===== config.mk =====
export PLATFORM = sky130hd
export DESIGN_NAME = bcd_serial_add_ctrl
export DESIGN_NICKNAME = d
export VERILOG_FILES = /design/src/rtl/bcd_serial_add_ctrl.sv
export SDC_FILE = /design/constraint.sdc
export NUM_CORES = 1
export LEC_CHECK = 0
export CAP_MARGIN = 20
export CORE_MARGIN = 5
export CORE_UTILIZATION = 40
export CTS_BUF_LIST = sky130_fd_sc_hd__clkbuf_8
export CTS_CLUSTER_DIAMETER = 200
export DETAILED_ROUTE_END_ITERATION = 16
export HOLD_SLACK_MARGIN = 0.03
export PLACE_DENSITY = 0.76
export SLEW_MARGIN = 15
export SYNTH_ARGS = -nofsm -noshare
export SYNTH_HDL_FRONTEND = slang
export SYNTH_SLANG_ARGS = --single-unit

===== constraint.sdc =====
create_clock -name clk -period 3.95 [get_ports clk]
set_input_delay 0.79 -clock clk [delete_from_list [all_inputs] [get_ports clk]]
set_output_delay 0.79 -clock clk [all_outputs]
set_load 0.03 [all_outputs]

===== src/rtl/bcd_serial_add_ctrl.sv =====
// rtl/bcd_serial_add_ctrl.sv - digit-serial packed-BCD adder sequencer with one shared BCD digit stage
module bcd_serial_add_ctrl #(
   parameter int DIGITS = 4
) (
   input  logic                  clk,
   input  logic                  reset,
   input  logic                  start,
   input  logic [4*DIGITS-1:0]   op_a,
   input  logic [4*DIGITS-1:0]   op_b,
   input  logic                  cin,
   output logic                  busy,
   output logic                  done,
   output logic [4*DIGITS-1:0]   sum,
   output logic                  cout,
   output logic                  err
);

   localparam int IDX_W = (DIGITS > 1) ? $clog2(DIGITS) : 1;
   localparam logic [IDX_W-1:0] IDX_LAST = IDX_W'(DIGITS - 1);

   localparam logic [1:0] ST_IDLE = 2'd0;
   localparam logic [1:0] ST_RUN  = 2'd1;
   localparam logic [1:0] ST_DONE = 2'd2;

   logic [1:0]            state;
   logic [IDX_W-1:0]      idx;
   logic                  carry;
   logic [4*DIGITS-1:0]   a_lat;
   logic [4*DIGITS-1:0]   b_lat;
   logic [4*DIGITS-1:0]   sum_reg;
   logic                  cout_reg;
   logic                  err_reg;

   logic [3:0]            dig_a;
   logic [3:0]            dig_b;
   logic [4:0]            raw;
   logic                  corr;
   logic [3:0]            dig_out;
   logic                  bad_digit;
   logic [4*DIGITS-1:0]   sum_next;

   // select the current operand digits from the latched copies
   always_comb begin
      dig_a = 4'd0;
      dig_b = 4'd0;
      for (int i = 0; i < DIGITS; i++) begin
         if (idx == i[IDX_W-1:0]) begin
            dig_a = a_lat[4*i +: 4];
            dig_b = b_lat[4*i +: 4];
         end
      end
   end

   // shared one-digit BCD adder: binary add, then +6 when above 9 or on 4-bit carry-out
   always_comb begin
      raw       = {1'b0, dig_a} + {1'b0, dig_b} + {4'd0, carry};
      corr      = raw[4] | (raw[3] & raw[2]) | (raw[3] & raw[1]);
      dig_out   = raw[3:0] + (corr ? 4'd6 : 4'd0);
      bad_digit = (dig_a > 4'd9) | (dig_b > 4'd9);
   end

   // splice the corrected digit into the result at the current index
   always_comb begin
      sum_next = sum_reg;
      for (int i = 0; i < DIGITS; i++) begin
         if (idx == i[IDX_W-1:0]) begin
            sum_next[4*i +: 4] = dig_out;
         end
      end
   end

   // sequencer: accept in IDLE, one digit per edge in RUN, single-cycle DONE
   always_ff @(posedge clk or posedge reset) begin
      if (reset) begin
         state    <= ST_IDLE;
         idx      <= '0;
         carry    <= 1'b0;
         a_lat    <= '0;
         b_lat    <= '0;
         sum_reg  <= '0;
         cout_reg <= 1'b0;
         err_reg  <= 1'b0;
      end else begin
         case (state)
            ST_IDLE: begin
               if (start) begin
                  a_lat    <= op_a;
                  b_lat    <= op_b;
                  carry    <= cin;
                  idx      <= '0;
                  sum_reg  <= '0;
                  cout_reg <= 1'b0;
                  err_reg  <= 1'b0;
                  state    <= ST_RUN;
               end
            end
            ST_RUN: begin
               sum_reg <= sum_next;
               carry   <= corr;
               err_reg <= err_reg | bad_digit;
               if (idx == IDX_LAST) begin
                  cout_reg <= corr;
                  state    <= ST_DONE;
               end else begin
                  idx <= idx + 1'b1;
               end
            end
            ST_DONE: begin
               state <= ST_IDLE;
            end
            default: begin
               state <= ST_IDLE;
            end
         endcase
      end
   end

   assign busy = (state == ST_RUN) || (state == ST_DONE);
   assign done = (state == ST_DONE);
   assign sum  = sum_reg;
   assign cout = cout_reg;
   assign err  = err_reg;

endmodule


==> metrics.txt, run 1 <==
outcome=finished, final reports clean; met2 WL=3820 um; Cell Rows=32; Hold Crit Class=reg2reg; TritonRoute pass-1 iters=5; period utilization=95.7%; crit path kind=reg2reg; Post-DP HPWL=5550 um; Hold Fails Final Rpt=0; clock root cell=clkbuf_8; design area=0.00405 mm^2; Worst EP required=4.15 ns; Initial Utilization=40.6%; Cells after DPL=453; most frequent CP cell=ha_1; Syn Nets=349; Port-buffer cells=55; num ports=56; Fillers=661; Clock Skew=0.0108 ns; initial antenna violation count=0; Core ar.=0.00765 mm^2; fin cells=463; antenna cell count=0; CP endpoint kind=flip-flop; first-pass GRT wire length=12400 um; synth warn=0; GPL Wtd Cong=0.865; max-cap viol count=0; Setup Viol. Count Final=0; Syn Inst Count=298; Via Count=2490; f_max=265 MHz; commonest non-fill, non-tap cell in the layout=clkdlybuf4s50_1; most used flip-flop cell after synthesis=dfrtp_1; Clock Tree Buf Depth=2; die area=0.00963 mm^2; largest net degree at the start of global routing=32; Min Hold Slack=0.509 ns; Die H=98.1 um; GRT Util Overall=15.6%; ANT nets after route=0; TritonCTS Buffers=5; synthesized flop and latch total=55; wl on met1=3170 um; Crit-path slowest cell=dfrtp_2; vias in the first global route=2532; DRC=0; post-synthesis sequential area ratio=44.3%; Worst Tran Pin Value=0.914 ns; placed cell areas=0.00384 mm^2; buffers plus inverters on the worst setup path=4; crit start category=flip-flop; initial drt markers=133; final wirelength=7460 um; Die Wd=98.1 um; Max-slew headroom=39.0%; Mapped Area=0.00311 mm^2; most frequent cells in the layout=clkdlybuf4s50_1 (55), dfrtp_1 (53), mux2_2 (32), nand2_1 (28), a21oi_1 (28); Wirelength per Cell=16.1 um; clock sinks=55; H-tree levels=2; share of cells above drive strength 1=22.2%; Top Family by Delay on Critical Path=adder cells; clk slew on worst S/H paths=0.10 ns; CP max stage delay=0.47 ns; EDFF count, synth=0; Distinct cells, synth=41; Slew Viols, Final=0; WP data arrival=3.98 ns; clock tree from TritonCTS=done; Area growth syn-to-layout=30.3%; Via-to-Cell Ratio=5.38; Clk Latency, worst-skew pair=0.32 ns; ys async rst share=100%; crit path max fanout=18; total gr overflow=0; Highest Signal Layer=met4; CP cell instances=buf_4 -> ha_1 -> buf_12 -> mux2i_1 -> a31oi_1 -> ha_1 -> a21oi_2 -> nand2_1 -> xnor2_2 -> o21a_1 -> inv_1 -> ha_1 -> inv_1 -> fa_2 -> xor3_1 -> nor2_2 -> a221o_1; syn avg cell area=10.4 um^2; nets=411; minimum clock period after layout=3.78 ns; WL met3=382 um
==> repair_timing <==
| item | 4_1_cts | 5_1_grt |
|---|---|---|
| pin swaps | 1 | 6 |
| gates resized for setup | 3 | 23 |
| setup buffers | 1 | 1 |
| hold buffers | 0 | 0 |
| endpoints found under the setup margin | 6 | 8 |
| cloned | 0 | 0 |
==> final cells by class <==
type	count	area [um^2]	area share [%]
well taps	102	128	3.15
inverters	13	51.3	1.27
flip-flops and latches	55	1380	34.1
multi-input cells	213	1700	42.0
clock buffers	5	68.8	1.70
clock inverters	3	16.3	0.402
repair buffers	72	703	17.4
==> per-stage QoR <==
step	setup WS (ns)	TNS (ns)	utilization (%)
2_1_floorplan	0.0332	0	-
3_3_place_gp	-0.0244	-0.0333	50.0
3_5_place_dp	-0.103	-0.340	50.2
4_1_cts	0.0179	0	51.5
5_1_grt	-0.0241	-0.0354	52.9
6_report	0.171	0	52.9
==> metal layers <==
metal / GRT usage, % / vias to the layer above
li1: - / 1192
met1: 20.2 / 1211
met2: 26.9 / 78
met3: 3.00 / 9
met4: 4.26 / 0
met5: 0 / -
==> Yosys cell counts, types with 6 or more instances <==
| cell | number | area share [%] |
|---|---|---|
| dfrtp_1 | 55 | 44 |
| a21oi_1 | 32 | 5.2 |
| mux2_2 | 32 | 12 |
| nand2_1 | 28 | 3.4 |
| nor2_1 | 19 | 2.3 |
| mux2i_1 | 16 | 5.2 |
| inv_1 | 13 | 1.6 |
| o221ai_1 | 13 | 3.7 |
| ha_1 | 12 | 4.8 |
| buf_2 | 9 | 1.5 |
| o21ai_0 | 9 | 1.5 |
| clkbuf_1 | 7 | 0.85 |
| nand2b_1 | 6 | 1.2 |
| nand3b_1 | 6 | 1.5 |
==> worst reg2reg max path, stage by stage (launching register included) <==
cell and delay (ns):
dfrtp_2 0.47, buf_4 0.16, ha_1 0.23, buf_12 0.17, mux2i_1 0.14, a31oi_1 0.22, ha_1 0.35, a21oi_2 0.17
nand2_1 0.12, xnor2_2 0.17, o21a_1 0.21, inv_1 0.05, ha_1 0.13, inv_1 0.05, fa_2 0.33, xor3_1 0.34
nor2_2 0.07, a221o_1 0.29
==> cell families after synthesis <==
kind of cell	synth area share [%]
muxes	16.8
adders and majority gates	6.77
buffers and inverters	4.23
xor gates and xnor gates	1.33
DFF	44.3
and+or+nand+nor	10.9
AOI/OAI and AO/OA	15.7
==> final timing paths <==
path	startpoint	depth (start not counted)	to	slack (ns)
worst max-delay path	idx[0]$_DFFE_PP0P_	17	sum[3]$_DFFE_PP0P_	0.17
worst max register to register	idx[0]$_DFFE_PP0P_	17	sum[3]$_DFFE_PP0P_	0.17
worst min-delay path	a_lat[10]$_DFFE_PP0P_	1	a_lat[10]$_DFFE_PP0P_	0.51
worst min register to register	a_lat[10]$_DFFE_PP0P_	1	a_lat[10]$_DFFE_PP0P_	0.51
min in group asynchronous	reset	2	b_lat[3]$_DFFE_PP0P_	0.85
max in group asynchronous	reset	3	idx[0]$_DFFE_PP0P_	2.53
Power of run 1 is left out: the tool's default activity adds up to more than one toggle a clock period on the data nets, which glitch-free logic cannot reach.
==> inputs of run 2 (changes only) <==
--- a/config.mk
+++ b/config.mk
@@ -13,6 +13,7 @@
 export DETAILED_ROUTE_END_ITERATION = 16
 export HOLD_SLACK_MARGIN = 0.03
 export PLACE_DENSITY = 0.76
+export RECOVER_POWER = 100
 export SLEW_MARGIN = 15
 export SYNTH_ARGS = -nofsm -noshare
 export SYNTH_HDL_FRONTEND = slang
==> metrics.txt, run 2 (synthesis results as in run 1) <==
outcome=finished with violations; violated checks=capacitance limit, slew limit; RSZ-0062 raised after global routing=false; most frequent CP cell=ha_1; Setup Viol. Count Final=0 (unchanged); Clk Latency, worst-skew pair=0.31 ns (about the same); die area=0.00963 mm^2 (unchanged); H-tree levels=2 (unchanged); CTS Hold Bufs=0 (unchanged); reg2reg setup slack=0.18 ns (about the same); clock root cell=clkbuf_8; Clock Tree Buf Depth=2 (unchanged); CP cell instances=buf_4 -> ha_1 -> buf_12 -> mux2i_2 -> a21oi_1 -> ha_1 -> a21oi_2 -> nand2_1 -> xnor2_2 -> o21a_1 -> inv_1 -> ha_1 -> inv_1 -> fa_2 -> xor3_1 -> nor2_2 -> a221o_1; Initial Utilization=40.6% (unchanged); sequential cell area=0.00138 mm^2 (unchanged); DRC=0 (unchanged); WHS Path Cells=1 (unchanged); Clock Skew=0.00980 ns (-0.000963 ns); Top Family by Delay on Critical Path=adder cells; Cell Rows=32 (unchanged); Via Count=2480 (-0.40%); most frequent cells in the layout=dfrtp_1 (53), clkdlybuf4s50_1 (33), mux2_2 (32), a21oi_1 (29), nand2_1 (28); total gr overflow=0 (unchanged); Die Wd=98.1 um (unchanged); clk slew on worst S/H paths=0.09 ns (about the same); Hold Fails Final Rpt=0 (unchanged); commonest non-fill, non-tap cell in the layout=dfrtp_1; first-pass GRT wire length=12400 um (unchanged); Crit-path slowest cell=dfrtp_2; Post-DP HPWL=5550 um (unchanged); CP max stage delay=0.47 ns (about the same); minimum clock period after layout=3.77 ns (-0.00976 ns); crit path kind=reg2reg; CP endpoint kind=flip-flop; f_max=265 MHz (+0.26%); Fillers=668 (+1.1%); antenna cell count=0 (unchanged); R2R depth=17 (unchanged); TritonCTS Buffers=5 (unchanged); max-cap viol count=1 (+1); period utilization=95.4% (-0.25 points); Area growth syn-to-layout=29.5%; crit path max fanout=18 (unchanged); buffers plus inverters on the worst setup path=4 (unchanged); Critical R2R Launch=idx[0]$_DFFE_PP0P_; Crit Reg-Reg Endpoint=sum[3]$_DFFE_PP0P_; GPL Wtd Cong=0.865 (unchanged); Hold Path End=a_lat[10]$_DFFE_PP0P_; area of the multi-input gates=0.00170 mm^2 (-0.22%); Wirelength per Cell=16.1 um (+0.16%); vias in the first global route=2532 (unchanged); Worst EP required=4.15 ns (about the same); Via-to-Cell Ratio=5.36 (-0.40%); initial antenna violation count=0 (unchanged); Hold Crit Start=a_lat[10]$_DFFE_PP0P_; share of cells above drive strength 1=21.1% (-1.1 points); GRT Util Overall=15.6% (unchanged); largest net degree at the start of global routing=32 (unchanged); Core ar.=0.00765 mm^2 (unchanged); TritonRoute pass-1 iters=4 (-1); final wirelength=7470 um (+0.16%); Port-buffer cells=55 (unchanged); clock sinks=55 (unchanged); Cells after DPL=453 (unchanged); num ports=56 (unchanged); clock tree from TritonCTS=done; crit start category=flip-flop; ANT nets after route=0 (unchanged); Hold Crit Class=reg2reg; initial drt markers=130 (-2.3%); fin cells=463 (unchanged); WP data arrival=3.97 ns (about the same); Slew Viols, Final=30 (+30); Die H=98.1 um (unchanged); Final Core Density=52.6% (-0.31 points); Worst Tran Pin Value=1.54 ns (+0.628 ns); nets=411 (unchanged); Max-slew headroom=-2.83% (-42 points)
[run 2: worst max-delay path by stage]
stage / start / to / slack (ns) / cells after the start
6_report: idx[0]$_DFFE_PP0P_ / sum[3]$_DFFE_PP0P_ / 0.18 / 17
5_1_grt: idx[0]$_DFFE_PP0P_ / sum[3]$_DFFE_PP0P_ / 0.002 / 17
4_1_cts: idx[1]$_DFFE_PP0P_ / sum[3]$_DFFE_PP0P_ / 0.02 / 20
3_5_place_dp: idx[0]$_DFFE_PP0P_ / sum[3]$_DFFE_PP0P_ / -0.10 / 17
3_3_place_gp: idx[0]$_DFFE_PP0P_ / sum[3]$_DFFE_PP0P_ / -0.02 / 16
2_1_floorplan: idx[1]$_DFFE_PP0P_ / sum[3]$_DFFE_PP0P_ / 0.03 / 22
[run 2: routing by layer]
layer	vias to the layer above	part of all wire (%)	track usage, %
met5	-	0	0
met4	0	1.5	4.26
met3	11	4.4	3.00
met2	61	50	26.9
met1	1218	44	20.2
li1	1190	-	-
[run 2: cell type report]
class / count / area share (%)
Multi-Input combinational cell: 213 / 42.2
Sequential cell: 55 / 34.3
Timing Repair Buffer: 72 / 17.0
Tap cell: 102 / 3.17
Clock buffer: 5 / 1.71
Inverter: 13 / 1.28
Clock inverter: 3 / 0.404
[run 2: timing repair]
item                       in CTS  in global routing
setup buffers                   1                  1
gates resized for setup         3                 23
setup endpoints to repair       6                  8
pin swaps                       1                  6
[run 2: metrics by stage]
stage               hold slack (ns)  worst slack [ns]  cell area, um^2  TNS [ns]
floorplan                     0.470            0.0332             3110         0
global placement              0.480           -0.0244             3820   -0.0333
detailed placement            0.487            -0.103             3840    -0.340
CTS                           0.509            0.0179             3940         0
global route                  0.530           0.00170             4020         0
finish                        0.509             0.180             4020         0
[run 2: worst reg2reg max path: stages, from the launching register on]
cell	delay (ns)
dfrtp_2	0.47
buf_4	0.16
ha_1	0.23
buf_12	0.17
mux2i_2	0.24
a21oi_1	0.08
ha_1	0.39
a21oi_2	0.17
nand2_1	0.12
xnor2_2	0.17
o21a_1	0.21
inv_1	0.05
ha_1	0.13
inv_1	0.05
fa_2	0.33
xor3_1	0.34
nor2_2	0.07
a221o_1	0.29
Power of run 2 is left out for the same reason.
